<file path="config.mk">
export PLATFORM = sky130hd
export DESIGN_NAME = verificador_senha_flat
export DESIGN_NICKNAME = d
export VERILOG_FILES = /design/src/rtl/verificador_senha_pkg.sv /design/src/rtl/verificador_senha_if.sv /design/src/rtl/verificador_senha_comparador_digito.sv /design/src/rtl/verificador_senha.sv /design/src/flat_wrapper.sv
export SDC_FILE = /design/constraint.sdc
export NUM_CORES = 1
export LEC_CHECK = 0
export CORE_MARGIN = 3
export CORE_UTILIZATION = 25
export DETAILED_ROUTE_END_ITERATION = 16
export HOLD_SLACK_MARGIN = 0.08
export PLACE_DENSITY = 0.47
export SYNTH_ARGS = -nofsm -noshare
export SYNTH_HDL_FRONTEND = slang
export SYNTH_HIERARCHICAL = 1
export SYNTH_SLANG_ARGS = --single-unit
</file>
<file path="constraint.sdc">
create_clock -name clk -period 6.45 [get_ports clk]
set_input_delay 1.6125 -clock clk [delete_from_list [all_inputs] [get_ports clk]]
set_output_delay 1.6125 -clock clk [all_outputs]
set_load 0.05 [all_outputs]
</file>
<file path="src/rtl/verificador_senha_pkg.sv">
// Shared types and width helpers for the serial password checker.
package verificador_senha_pkg;

    typedef enum logic [1:0] {
        ST_IDLE,
        ST_ENTRY,
        ST_LOCKED
    } state_e;

    typedef enum logic [1:0] {
        CMP_EQ,
        CMP_LT,
        CMP_GT
    } cmp_e;

    // Bits needed to hold the values 0..max_val (at least one bit).
    function automatic int cnt_w(input int max_val);
        return (max_val < 1) ? 1 : $clog2(max_val + 1);
    endfunction

    function automatic int idx_width(input int n_digits);
        return cnt_w(n_digits);
    endfunction

    function automatic int tries_width(input int max_tries);
        return cnt_w(max_tries);
    endfunction

    function automatic int lock_width(input int lock_cycles);
        return cnt_w(lock_cycles);
    endfunction

endpackage

</file>
<file path="src/rtl/verificador_senha_if.sv">
// Keypad-side entry strobes and result/status signals of the password checker.
interface verificador_senha_if #(
    parameter int DIGIT_W   = 4,
    parameter int N_DIGITS  = 4,
    parameter int MAX_TRIES = 3
);
    import verificador_senha_pkg::*;

    localparam int IDX_W = idx_width(N_DIGITS);
    localparam int TRY_W = tries_width(MAX_TRIES);

    logic               digit_valid;
    logic [DIGIT_W-1:0] digit;
    logic               prog;
    logic               clear;
    logic               entry_busy;
    logic [IDX_W-1:0]   digit_idx;
    logic               result_valid;
    logic               altb;
    logic               aeqb;
    logic               agtb;
    logic               unlocked;
    logic               fail;
    logic               prog_done;
    logic               locked;
    logic [TRY_W-1:0]   tries_left;

    modport master (
        output digit_valid, digit, prog, clear,
        input  entry_busy, digit_idx, result_valid, altb, aeqb, agtb,
               unlocked, fail, prog_done, locked, tries_left
    );

    modport slave (
        input  digit_valid, digit, prog, clear,
        output entry_busy, digit_idx, result_valid, altb, aeqb, agtb,
               unlocked, fail, prog_done, locked, tries_left
    );

endinterface

</file>
<file path="src/rtl/verificador_senha_comparador_digito.sv">
// Combinational unsigned comparator for one digit; reused serially by the checker.
module comparador_digito #(
    parameter int DIGIT_W = 4
) (
    input  logic [DIGIT_W-1:0] a_i,
    input  logic [DIGIT_W-1:0] b_i,
    output logic               lt_o,
    output logic               eq_o,
    output logic               gt_o
);

    assign lt_o = (a_i <  b_i);
    assign eq_o = (a_i == b_i);
    assign gt_o = (a_i >  b_i);

endmodule

</file>
<file path="src/rtl/verificador_senha.sv">
// Serial password checker: digit-by-digit compare, code programming, attempt count and lockout.
module verificador_senha #(
    parameter int DIGIT_W     = 4,
    parameter int N_DIGITS    = 4,
    parameter int MAX_TRIES   = 3,
    parameter int LOCK_CYCLES = 16
) (
    input  logic              clk,
    input  logic              rst,
    verificador_senha_if.slave bus
);
    import verificador_senha_pkg::*;

    localparam int IDX_W  = idx_width(N_DIGITS);
    localparam int TRY_W  = tries_width(MAX_TRIES);
    localparam int LCK_W  = lock_width(LOCK_CYCLES);
    localparam int CODE_W = DIGIT_W * N_DIGITS;

    localparam logic [IDX_W-1:0] LAST_IDX  = IDX_W'(N_DIGITS - 1);
    localparam logic [TRY_W-1:0] TRIES_MAX = TRY_W'(MAX_TRIES);
    localparam logic [LCK_W-1:0] LOCK_LOAD = LCK_W'(LOCK_CYCLES - 1);

    state_e             state_q, state_d;
    cmp_e               cmp_q, cmp_d;
    logic [IDX_W-1:0]   idx_q, idx_d;
    logic               mode_q, mode_d;
    logic [CODE_W-1:0]  staging_q, staging_d;
    logic [CODE_W-1:0]  code_q, code_d;
    logic               altb_q, altb_d, aeqb_q, aeqb_d, agtb_q, agtb_d;
    logic               rv_q, rv_d, unl_q, unl_d, fail_q, fail_d, pd_q, pd_d;
    logic [TRY_W-1:0]   tries_q, tries_d;
    logic [LCK_W-1:0]   lock_cnt_q, lock_cnt_d;

    logic [DIGIT_W-1:0] code_slice;
    logic               dig_lt, dig_eq, dig_gt;
    logic               accept, first, mode_cur;
    cmp_e               cmp_cur, cmp_step;
    logic [CODE_W-1:0]  staging_step;

    // Stored digit facing entry position idx_q (MSD first).
    assign code_slice = DIGIT_W'(code_q >> (DIGIT_W * (N_DIGITS - 1 - int'(idx_q))));

    comparador_digito #(.DIGIT_W(DIGIT_W)) u_cmp (
        .a_i  (bus.digit),
        .b_i  (code_slice),
        .lt_o (dig_lt),
        .eq_o (dig_eq),
        .gt_o (dig_gt)
    );

    always_comb begin
        accept   = bus.digit_valid && !bus.clear && (state_q != ST_LOCKED);
        first    = (idx_q == '0);
        mode_cur = first ? bus.prog : mode_q;
        cmp_cur  = first ? CMP_EQ : cmp_q;

        cmp_step = cmp_cur;
        if (cmp_cur == CMP_EQ) begin
            case ({dig_lt, dig_eq, dig_gt})
                3'b100:  cmp_step = CMP_LT;
                3'b001:  cmp_step = CMP_GT;
                default: cmp_step = CMP_EQ;
            endcase
        end

        staging_step = first ? CODE_W'(bus.digit)
                             : ((staging_q << DIGIT_W) | CODE_W'(bus.digit));
    end

    always_comb begin
        state_d    = state_q;
        cmp_d      = cmp_q;
        idx_d      = idx_q;
        mode_d     = mode_q;
        staging_d  = staging_q;
        code_d     = code_q;
        altb_d     = altb_q;
        aeqb_d     = aeqb_q;
        agtb_d     = agtb_q;
        tries_d    = tries_q;
        lock_cnt_d = lock_cnt_q;
        rv_d       = 1'b0;
        unl_d      = 1'b0;
        fail_d     = 1'b0;
        pd_d       = 1'b0;

        case (state_q)
            ST_IDLE, ST_ENTRY: begin
                if (state_q == ST_ENTRY && bus.clear) begin
                    state_d = ST_IDLE;
                    idx_d   = '0;
                end else if (accept) begin
                    if (first) begin
                        altb_d = 1'b0;
                        aeqb_d = 1'b0;
                        agtb_d = 1'b0;
                        mode_d = bus.prog;
                    end
                    cmp_d     = cmp_step;
                    staging_d = staging_step;
                    if (idx_q == LAST_IDX) begin
                        idx_d   = '0;
                        state_d = ST_IDLE;
                        if (mode_cur) begin
                            code_d = staging_step;
                            pd_d   = 1'b1;
                            altb_d = 1'b0;
                            aeqb_d = 1'b0;
                            agtb_d = 1'b0;
                        end else begin
                            rv_d   = 1'b1;
                            altb_d = (cmp_step == CMP_LT);
                            aeqb_d = (cmp_step == CMP_EQ);
                            agtb_d = (cmp_step == CMP_GT);
                            if (cmp_step == CMP_EQ) begin
                                unl_d   = 1'b1;
                                tries_d = TRIES_MAX;
                            end else begin
                                fail_d  = 1'b1;
                                tries_d = tries_q - TRY_W'(1);
                                if (tries_q == TRY_W'(1)) begin
                                    state_d    = ST_LOCKED;
                                    lock_cnt_d = LOCK_LOAD;
                                end
                            end
                        end
                    end else begin
                        idx_d   = idx_q + IDX_W'(1);
                        state_d = ST_ENTRY;
                    end
                end
            end
            ST_LOCKED: begin
                if (lock_cnt_q == '0) begin
                    state_d = ST_IDLE;
                    tries_d = TRIES_MAX;
                end else begin
                    lock_cnt_d = lock_cnt_q - LCK_W'(1);
                end
            end
            default: state_d = ST_IDLE;
        endcase
    end

    always_ff @(posedge clk) begin
        if (rst) begin
            state_q    <= ST_IDLE;
            cmp_q      <= CMP_EQ;
            idx_q      <= '0;
            mode_q     <= 1'b0;
            staging_q  <= '0;
            code_q     <= '0;
            altb_q     <= 1'b0;
            aeqb_q     <= 1'b0;
            agtb_q     <= 1'b0;
            rv_q       <= 1'b0;
            unl_q      <= 1'b0;
            fail_q     <= 1'b0;
            pd_q       <= 1'b0;
            tries_q    <= TRIES_MAX;
            lock_cnt_q <= '0;
        end else begin
            state_q    <= state_d;
            cmp_q      <= cmp_d;
            idx_q      <= idx_d;
            mode_q     <= mode_d;
            staging_q  <= staging_d;
            code_q     <= code_d;
            altb_q     <= altb_d;
            aeqb_q     <= aeqb_d;
            agtb_q     <= agtb_d;
            rv_q       <= rv_d;
            unl_q      <= unl_d;
            fail_q     <= fail_d;
            pd_q       <= pd_d;
            tries_q    <= tries_d;
            lock_cnt_q <= lock_cnt_d;
        end
    end

    assign bus.entry_busy   = (state_q == ST_ENTRY);
    assign bus.digit_idx    = idx_q;
    assign bus.result_valid = rv_q;
    assign bus.altb         = altb_q;
    assign bus.aeqb         = aeqb_q;
    assign bus.agtb         = agtb_q;
    assign bus.unlocked     = unl_q;
    assign bus.fail         = fail_q;
    assign bus.prog_done    = pd_q;
    assign bus.locked       = (state_q == ST_LOCKED);
    assign bus.tries_left   = tries_q;

endmodule

</file>
<file path="src/flat_wrapper.sv">
// flat-port wrapper written by rule: the top's interface ports become plain ports
module verificador_senha_flat import verificador_senha_pkg::*;
#(
    parameter int DIGIT_W     = 4,
    parameter int N_DIGITS    = 4,
    parameter int MAX_TRIES   = 3,
    parameter int LOCK_CYCLES = 16
)
  (clk, rst, bus_digit_valid, bus_digit, bus_prog, bus_clear, bus_entry_busy, bus_digit_idx, bus_result_valid, bus_altb, bus_aeqb, bus_agtb, bus_unlocked, bus_fail, bus_prog_done, bus_locked, bus_tries_left);
  verificador_senha_if #(.DIGIT_W(DIGIT_W), .N_DIGITS(N_DIGITS), .MAX_TRIES(MAX_TRIES)) bus_i ();
  input  logic clk;
  input  logic rst;
  input wire logic [$bits(bus_i.digit_valid)-1:0] bus_digit_valid;
  input wire logic [$bits(bus_i.digit)-1:0] bus_digit;
  input wire logic [$bits(bus_i.prog)-1:0] bus_prog;
  input wire logic [$bits(bus_i.clear)-1:0] bus_clear;
  output wire logic [$bits(bus_i.entry_busy)-1:0] bus_entry_busy;
  output wire logic [$bits(bus_i.digit_idx)-1:0] bus_digit_idx;
  output wire logic [$bits(bus_i.result_valid)-1:0] bus_result_valid;
  output wire logic [$bits(bus_i.altb)-1:0] bus_altb;
  output wire logic [$bits(bus_i.aeqb)-1:0] bus_aeqb;
  output wire logic [$bits(bus_i.agtb)-1:0] bus_agtb;
  output wire logic [$bits(bus_i.unlocked)-1:0] bus_unlocked;
  output wire logic [$bits(bus_i.fail)-1:0] bus_fail;
  output wire logic [$bits(bus_i.prog_done)-1:0] bus_prog_done;
  output wire logic [$bits(bus_i.locked)-1:0] bus_locked;
  output wire logic [$bits(bus_i.tries_left)-1:0] bus_tries_left;
  assign bus_i.digit_valid = bus_digit_valid;
  assign bus_i.digit = bus_digit;
  assign bus_i.prog = bus_prog;
  assign bus_i.clear = bus_clear;
  assign bus_entry_busy = bus_i.entry_busy;
  assign bus_digit_idx = bus_i.digit_idx;
  assign bus_result_valid = bus_i.result_valid;
  assign bus_altb = bus_i.altb;
  assign bus_aeqb = bus_i.aeqb;
  assign bus_agtb = bus_i.agtb;
  assign bus_unlocked = bus_i.unlocked;
  assign bus_fail = bus_i.fail;
  assign bus_prog_done = bus_i.prog_done;
  assign bus_locked = bus_i.locked;
  assign bus_tries_left = bus_i.tries_left;
  verificador_senha #(.DIGIT_W(DIGIT_W), .N_DIGITS(N_DIGITS), .MAX_TRIES(MAX_TRIES), .LOCK_CYCLES(LOCK_CYCLES)) u_core (.clk(clk), .rst(rst), .bus(bus_i));
endmodule
</file>
## Word level (Yosys, flattened, before mapping)

Index checks and enable logic that the tools add are counted.

- Output and inout port bits: 14
- Bits of input ports: 9
- Logic and storage cells: 110
- Register bits after elaboration: 50

- Eq/ne operators: 19
- Multiplexer cells: 42
- Add/sub/neg operators: 4
- Order comparisons: 2
- Reductions and logical operators: 22
- Shifts and indexed selects: 1
- Bitwise gates (word level): 5

Operator list:

| operator | count |
|---|---|
| 5-bit two-way mux | 7 |
| 16-bit by 32-bit >> shifter with 4-bit output | 1 |
| 2-bit two-way mux | 15 |
| 16-bit two-way mux | 1 |
| 16-bit by 4-bit bitwise OR with 16-bit output | 1 |
| 1-bit two-way mux | 12 |
| 2-bit one-hot mux with 2 select lines | 3 |
| 2-bit != test, second input constant | 5 |
| 5-bit one-hot mux with 2 select lines | 1 |
| 3-bit two-way mux | 3 |
| 2-bit by 1-bit != test with 1-bit output, second input constant | 4 |
| 8-bit AND reduction | 1 |
| 2-bit by 1-bit equality test with 1-bit output, second input constant | 3 |
| 2-bit logical NOT | 3 |
| 6-bit AND reduction | 1 |
| 2-bit nonzero test | 3 |
| 6-bit OR reduction | 1 |
| 5-bit logical NOT | 1 |
| 5-bit AND reduction | 1 |
| 5-bit OR reduction | 1 |
| 5-bit by 1-bit subtractor with 5-bit output, second input constant | 1 |
| 2-bit equality test, second input constant | 2 |
| 4-bit equality test | 1 |
| 4-bit greater-than comparator | 1 |
| other kinds (16) | 22 |

## Logic depth before layout (Yosys ltp)

- Depth after elaboration: 13
- Mapped depth: 13
- Gate-level depth less buffers: 12

## Cells and area by module

The synthesis kept the hierarchy.

Modules (own cells, without submodules):

| module | instances | cells an instance | seq. area each (um2) | area an instance (um2) |
|---|---|---|---|---|
| verificador_senha | 1 | 261 | 1001.0 | 2283.4 |
| comparador_digito | 1 | 16 | 0.0 | 128.9 |

## Worst setup path after synthesis

Ideal clock, no wire load.

- Kind: input to register
- Start point: in bus_digit[3]
- End point: reg u_core.lock_cnt_q[0]
- Stages on the path: 9
- Data required time: 6.334 ns
- Setup time: 0.116 ns
- Path slack: 3.195 ns
- Data arrival time: 3.139 ns
- Buffers on the path: 0
- Cells stage by stage: ha_1 > nand2_1 > nor2_1 > a21oi_2 > xnor2_1 > o22ai_1 > a31oi_1 > nor2_1 > a31o_2

- Longest elaborated chain between the ends: 7
- Elaborated cells between the ends (all ways): 10
- Those cells by class: order compare: 2; eq/ne: 4; mux: 2; reduce/logical: 2

Ends and longest elaborated chain:

| element | line | text |
|---|---|---|
| start: declaration | flat_wrapper.sv:14 | `input wire logic [$bits(bus_i.digit)-1:0] bus_digit;` |
| 4-bit equality test * | verificador_senha_comparador_digito.sv:13 | `assign eq_o = (a_i == b_i);` |
| net u_core.dig_eq | verificador_senha.sv:35 | `logic dig_lt, dig_eq, dig_gt;` |
| 3-bit by 1-bit equality test with 1-bit output or 3-bit equality test (tied branches) | verificador_senha.sv:59 | `case ({dig_lt, dig_eq, dig_gt})` |
| 2-bit one-hot mux with 2 select lines * | verificador_senha.sv:59 |  |
| 2-bit two-way mux * | verificador_senha.sv:58 | `if (cmp_cur == CMP_EQ) begin` |
| 2-bit logical NOT * | verificador_senha.sv:115 | `if (cmp_step == CMP_EQ) begin` |
| 2-bit != test (no source line) * | -- |  |
| 8-bit AND reduction (no source line) * | -- |  |
| end signal: assignment | verificador_senha.sv:177 | `lock_cnt_q <= lock_cnt_d;` |
| end: declaration | verificador_senha.sv:32 | `logic [LCK_W-1:0] lock_cnt_q, lock_cnt_d;` |

The timed path passes the listed nets; every way through them passes the cells marked *.
A chain may end at the register's enable or synchronous reset.

## Final worst setup path

- Start point: in bus_clear
- End point: reg u_core.code_q[7]

- Longest elaborated chain between the ends: 4
- Elaborated cells between the ends (all ways): 6
- Those cells by class: bitwise: 1; reduce/logical: 5

Ends and longest elaborated chain:

| element | line | text |
|---|---|---|
| start: declaration | flat_wrapper.sv:16 | `input wire logic [$bits(bus_i.clear)-1:0] bus_clear;` |
| 1-bit logical NOT | verificador_senha.sv:52 | `accept = bus.digit_valid && !bus.clear && (state_q != ST_LOCKED);` |
| 1-bit logical AND (2 in a row) | verificador_senha.sv:52 |  |
| 5-bit AND reduction (no source line) * | -- |  |
| end signal: assignment | verificador_senha.sv:168 | `code_q <= code_d;` |
| end: declaration | verificador_senha.sv:28 | `logic [CODE_W-1:0] code_q, code_d;` |

Mark *: on every way between the ends. The rest lies on a longest branch, timed or not.

==> results.md <==
* # IOs at 23
* Gpl congestion at 0.7096
* Synth Area per Inst at 8.709 µm²
* Core box area at 9328 µm²
* Final setup viols at 0
* Worst hold start: u_core/code_q[6]
* Critical path startpoint: bus_clear
* Postcts setup bufs at 0
* Pwr Total at 0.5644 mW
* Final worst-path cycle share at 0.5819
* RSZ-0062 raised after global routing: false
* R2R setup slack at 3.25 ns
* Worst-Skew Late Latency at 0.30 ns
* Sequential fraction of the synthesis area at 0.4149
* Register-to-Register Path Depth at 11
* CTS Sinks at 50
* Final WL at between 5000 and 6000 µm
* Worst-margin pin slew at 0.9610 ns
* Die width at 104.2 µm
* Post_cts resized at 0
* Max_slew headroom at 0.3594
* Via/cell ratio at approximately 4.5
* Longest Clk Path Bufs at 2
* Peak VDD IR at 0.09033 mV
* Yosys warnings at 6
* Largest net degree at the start of global routing at 45
* Cell count after synthesis at ~280
* Outcome: finished clean
* Most common cell after layout, fill and taps aside: dfxtp_1
* Fin Clk Skew at 0.007901 ns
* H-tree levels at 2
* FF+latch area at about 1000 µm²
* DRC Markers at 0
* Root Driver: clkbuf_8
* Synth-to-Final Area Change at 16.34%
* Syn Nets at 295
* Reg-to-Reg Start: u_core/bus.digit_idx[1]
* Register bit total from synthesis at 50
* Synth Flop Type: dfxtp_1
* Final min period at 3.753 ns
* DR vias at around 1.9k
* Ys async rst share at 0
* CTS tree: yes
* Vias in the first global route at 1907
* Worst setup path category: primary input to flip-flop
* DRT Pass-1 Iters at 4
* Area of the mapped netlist at 2412 µm²
* Cell Pwr Density at 201.1 nW/µm²
* Crit end category: flip-flop
* Commonest cells after routing, fill and taps aside: dfxtp_1, nand2_1, a21oi_1
* Area of the multi-input gates at ~1300 µm²
* Die area at 10860 µm²
* Setup TNS at 0 ns
* Yosys cell types at between 40 and 50
* Endpoints failing hold at 0
* Number of flops mapped to enable cells by yosys at 0
* Antenna viol nets, final at 0
* Num CTS Buffers at 5
* Input/output buffers at 22
* DP HPWL at 3714 µm
* CP Launch Type: primary input
* DR WL/cell at 13.04 µm
* CP required at 6.59 ns
* Number of max-cap violations at 0
* Fillers at 1025
* Chip height at approximately 100 µm
* P_leak at 0.9249 nW
* Ant. Diodes at 0
* HP Class: flip-flop to flip-flop
* GRT Util Overall at 0.1036
* First-pass GRT wire length at 9342 µm
* Gr ovfl total at 0
* Worst-path maximum fanout at 17
* DR iter-0 viols at 111
* Worst setup endpoint: u_core/code_q[7]
* Worst EP arrival at 3.90 ns
* Nets at around 300
* Post-CTS Hold Buffers at 0
* Share of cells above drive strength 1 at 0.1443
* Row count at 35
* Crit Reg-Reg Endpoint: u_core/lock_cnt_q[3]
* Clock-pin slew of the registers on the worst-case setup and hold paths at 0.09 ns
* Initial antenna violation count at 0
* Final Max Slew Viols at 0
* Initial core utilization at 0.2586
* Fmax at 266.5 MHz
cells by family (layout without fill, tap and decap cells):
family                     Yosys count  count (layout)  synth area share
AOI/OAI and AO/OA                   60              60            0.1706
xor gates and xnor gates             1               1          0.003631
adders and majority gates            9               9           0.04668
buffers and inverters               30              44           0.05757
muxes                                6               6           0.04720
and+or+nand+nor                    121             121            0.2593
DFF                                 50              50            0.4149
state kept, by name, indices dropped and copies added (netlist names), 2 cells and up:
name	flops
u_core/state_q	2
u_core/cmp_q	2
u_core/lock_cnt_q	5
u_core/bus.digit_idx	3
u_core/bus.tries_left	2
u_core/staging_q	12
u_core/code_q	16
final cells by class:
| type | instances | area share |
|---|---|---|
| sequential | 50 | 0.3567 |
| multi-input combinational | 197 | 0.4552 |
| timing repair buffer | 23 | 0.07936 |
| clock buffer | 6 | 0.02942 |
| tap | 129 | 0.05751 |
| clock inverter | 2 | 0.004458 |
| inverter | 13 | 0.01739 |
cell usage after synthesis, drive strengths merged (2+ instances only):
cell    number  area (µm²)
dfxtp       50        1001
nand2       48       205.2
a21oi       36       221.5
nand3       23       115.1
nor2        19       71.32
inv         13       48.80
clkbuf      12       45.04
ha           9       112.6
and2         6       37.54
nor3         6       30.03
buf          5       45.04
o21ai        5       25.02
a211oi       4       30.03
mux4         4       90.09
nor2b        4       40.04
a32oi        2       17.52
mux2i        2       23.77
nand2b       2       12.51
nand3b       2       15.01
nor3b        2       15.01
nor4b        2       17.52
o22ai        2       12.51
power breakdown:
group / internal (mW) / switching, mW
Sequential: 0.312 / 0.00467
Combinational: 0.0195 / 0.0337
Clock: 0.0865 / 0.108
Total: 0.418 / 0.147
critical path, cell delays in order:
cell             delay, ns
clkdlybuf4s50_1       0.48
nor2_1                0.12
nand2_1               0.41
or4_1                 1.00
nand2_1               0.19
a21oi_1               0.08
worst min path at each step:
| stage | endpoint | slack (ns) | cells past startpoint |
|---|---|---|---|
| floorplan | u_core/code_q[12] | 0.43 | 2 |
| global placement | u_core/code_q[7] | 0.44 | 2 |
| detailed placement | u_core/code_q[14] | 0.45 | 2 |
| CTS | u_core/code_q[6] | 0.46 | 2 |
| global route | u_core/code_q[15] | 0.47 | 2 |
| finish | u_core/code_q[6] | 0.46 | 2 |
per-layer routing:
| metal | part of all wire | global-route usage | up-vias |
|---|---|---|---|
| met5 | 0 | 0 | - |
| met4 | 0.0053 | 0.02849 | 0 |
| met3 | 0.017 | 0.01676 | 2 |
| met2 | 0.46 | 0.1676 | 18 |
| met1 | 0.51 | 0.1431 | 894 |
| li1 | - | - | 981 |
stage by stage:
step | area, µm² | std cells | worst slack (ns) | utilization | hold WS [ns]
floorplan | 2412 | 277 | 3.195 | - | 0.4321
global placement | 2711 | 412 | 2.396 | 0.2907 | 0.4399
detailed placement | 2711 | 412 | 2.381 | 0.2907 | 0.4490
CTS | 2806 | 420 | 2.701 | 0.3009 | 0.4644
global route | 2806 | 420 | 2.429 | 0.3009 | 0.4748
finish | 2806 | 420 | 2.697 | 0.3009 | 0.4599
(Power assumes the default switching activity.)
==> patch: new RTL, config.mk and constraints unchanged <==
The 3 values of `cmp_e` get a one-hot encoding in 3 bits.
--- a/src/rtl/verificador_senha_pkg.sv
+++ b/src/rtl/verificador_senha_pkg.sv
@@ -8,8 +8,8 @@
     } state_e;
 
-    typedef enum logic [1:0] {
-        CMP_EQ,
-        CMP_LT,
-        CMP_GT
+    typedef enum logic [2:0] {
+        CMP_EQ = 3'b001,
+        CMP_LT = 3'b010,
+        CMP_GT = 3'b100
     } cmp_e;
 
Behaviour: no difference found for any inputs over 4 cycles, from zero or initial values and one cycle with rst high; so few cycles prove little.
==> patch against the original RTL <==
Routed wire length grew 20%; non-clock buffer count shrank 1; worst setup slack lost 70 ps; count of clock-buffer cells in the layout grew 1; total power grew 5.3%; synthesized cell count grew 6.5%; register-to-register slack is essentially flat; cell area grew 5.2%; synthesized area grew 6.4%; sequential cell count grew 1; via count grew 17%; largest cell class unchanged.
==> patch: results <==
metrics = {
    "cells_and_area": {
        "multi_input_gates": 209,
        "multi_input_area_share": 0.472,
        "fin_nets": 321,
        "n_clock_buffer": 7,
        "buffers": 22,
        "register_area_sq_mm": 0.00102,
        "final_util": 0.299,
        "n_fill_cell": 1028,
        "clk_share": 0.0352,
        "bufAreaShareNonClock": 0.0729,
        "drive_gt1_frac": 0.0954,
    },
    "run_status": {
        "status": "finished clean",
    },
    "placed_design": {
        "place_inst": 429,
        "gp_congestion": 0.784,
        "pre_cts_slack_ps": 2480,
        "placed_area_sq_mm": 0.00285,
        "dp_hpwl_um": 4480,
    },
    "yosys": {
        "syn_area_per_cell_sq_um": 8.70,
        "synthMuxAreaShare": 0.0390,
        "ys_types": 55,
        "synthesis.nets": 313,
        "netlist_top_cells_count": "dfxtp_1, a21oi_1, nand2_1",
        "synth_compound_area_frac": 0.224,
        "ys_seq_area_frac": 0.398,
        "synthAdderAreaFrac": 0.0439,
    },
    "grt": {
        "grt_max_degree": 54,
        "grt_util_met1": 0.179,
        "grt_use_total": 0.117,
        "grtUsageMet3": 0.0228,
        "grt_pass1_wl_um": 10800,
        "grt_pass1_vias": 2055,
        "grt_use_met2": 0.160,
    },
    "pwr": {
        "powerClk_uw": 205,
        "p_clk_frac": 0.346,
        "leakagePower_uw": 0.000992,
        "p_switching_uw": 157,
        "comb_power_share": 0.108,
        "peakVddDrop_mv": 0.0948,
    },
    "drt": {
        "met1Wirelength_um": 3410,
        "via_per_inst": 5.09,
        "postRouteWirelength_um": 6550,
        "routed-wl-met3_um": 257,
        "wl_met2_um": 2770,
    },
    "cts": {
        "cts_sinks": 51,
        "clock_latency_ps": 310,
    },
    "setup_path": {
        "critPathSlowestCell": "clkdlybuf4s50_1",
        "crit_fanout": 10,
        "crit_family": "buffers and inverters",
    },
    "sta": {
        "fin_worst_skew_ps": 15.0,
        "tightest_slew_ps": 1140,
    },
}
## patch: cell types whose count changed in the layout (fill, tap and decap cells not counted), moves of 3 or more
cell	before	now
a211oi_1	4	1
a21oi_1	25	33
a21oi_2	11	1
and2_1	6	2
nand2_1	38	28
nand2_2	10	0
nand2b_1	2	5
nand3_1	23	13
nand4_1	1	13
nor2_1	19	14
nor2b_1	2	7
nor3_1	6	10
nor4_1	0	3
o21ai_0	5	22
## patch: path summary, 6_finish.rpt
| path | start | endpoint | slack, ps | depth (start not counted) |
|---|---|---|---|---|
| max | u_core/state_q[1] | bus_locked | 2630 | 3 |
| min | u_core/staging_q[9] | u_core/staging_q[9] | 460 | 2 |
| max reg2reg | u_core/bus.digit_idx[1] | u_core/bus.altb | 3260 | 10 |
| min reg2reg | u_core/staging_q[9] | u_core/staging_q[9] | 460 | 2 |
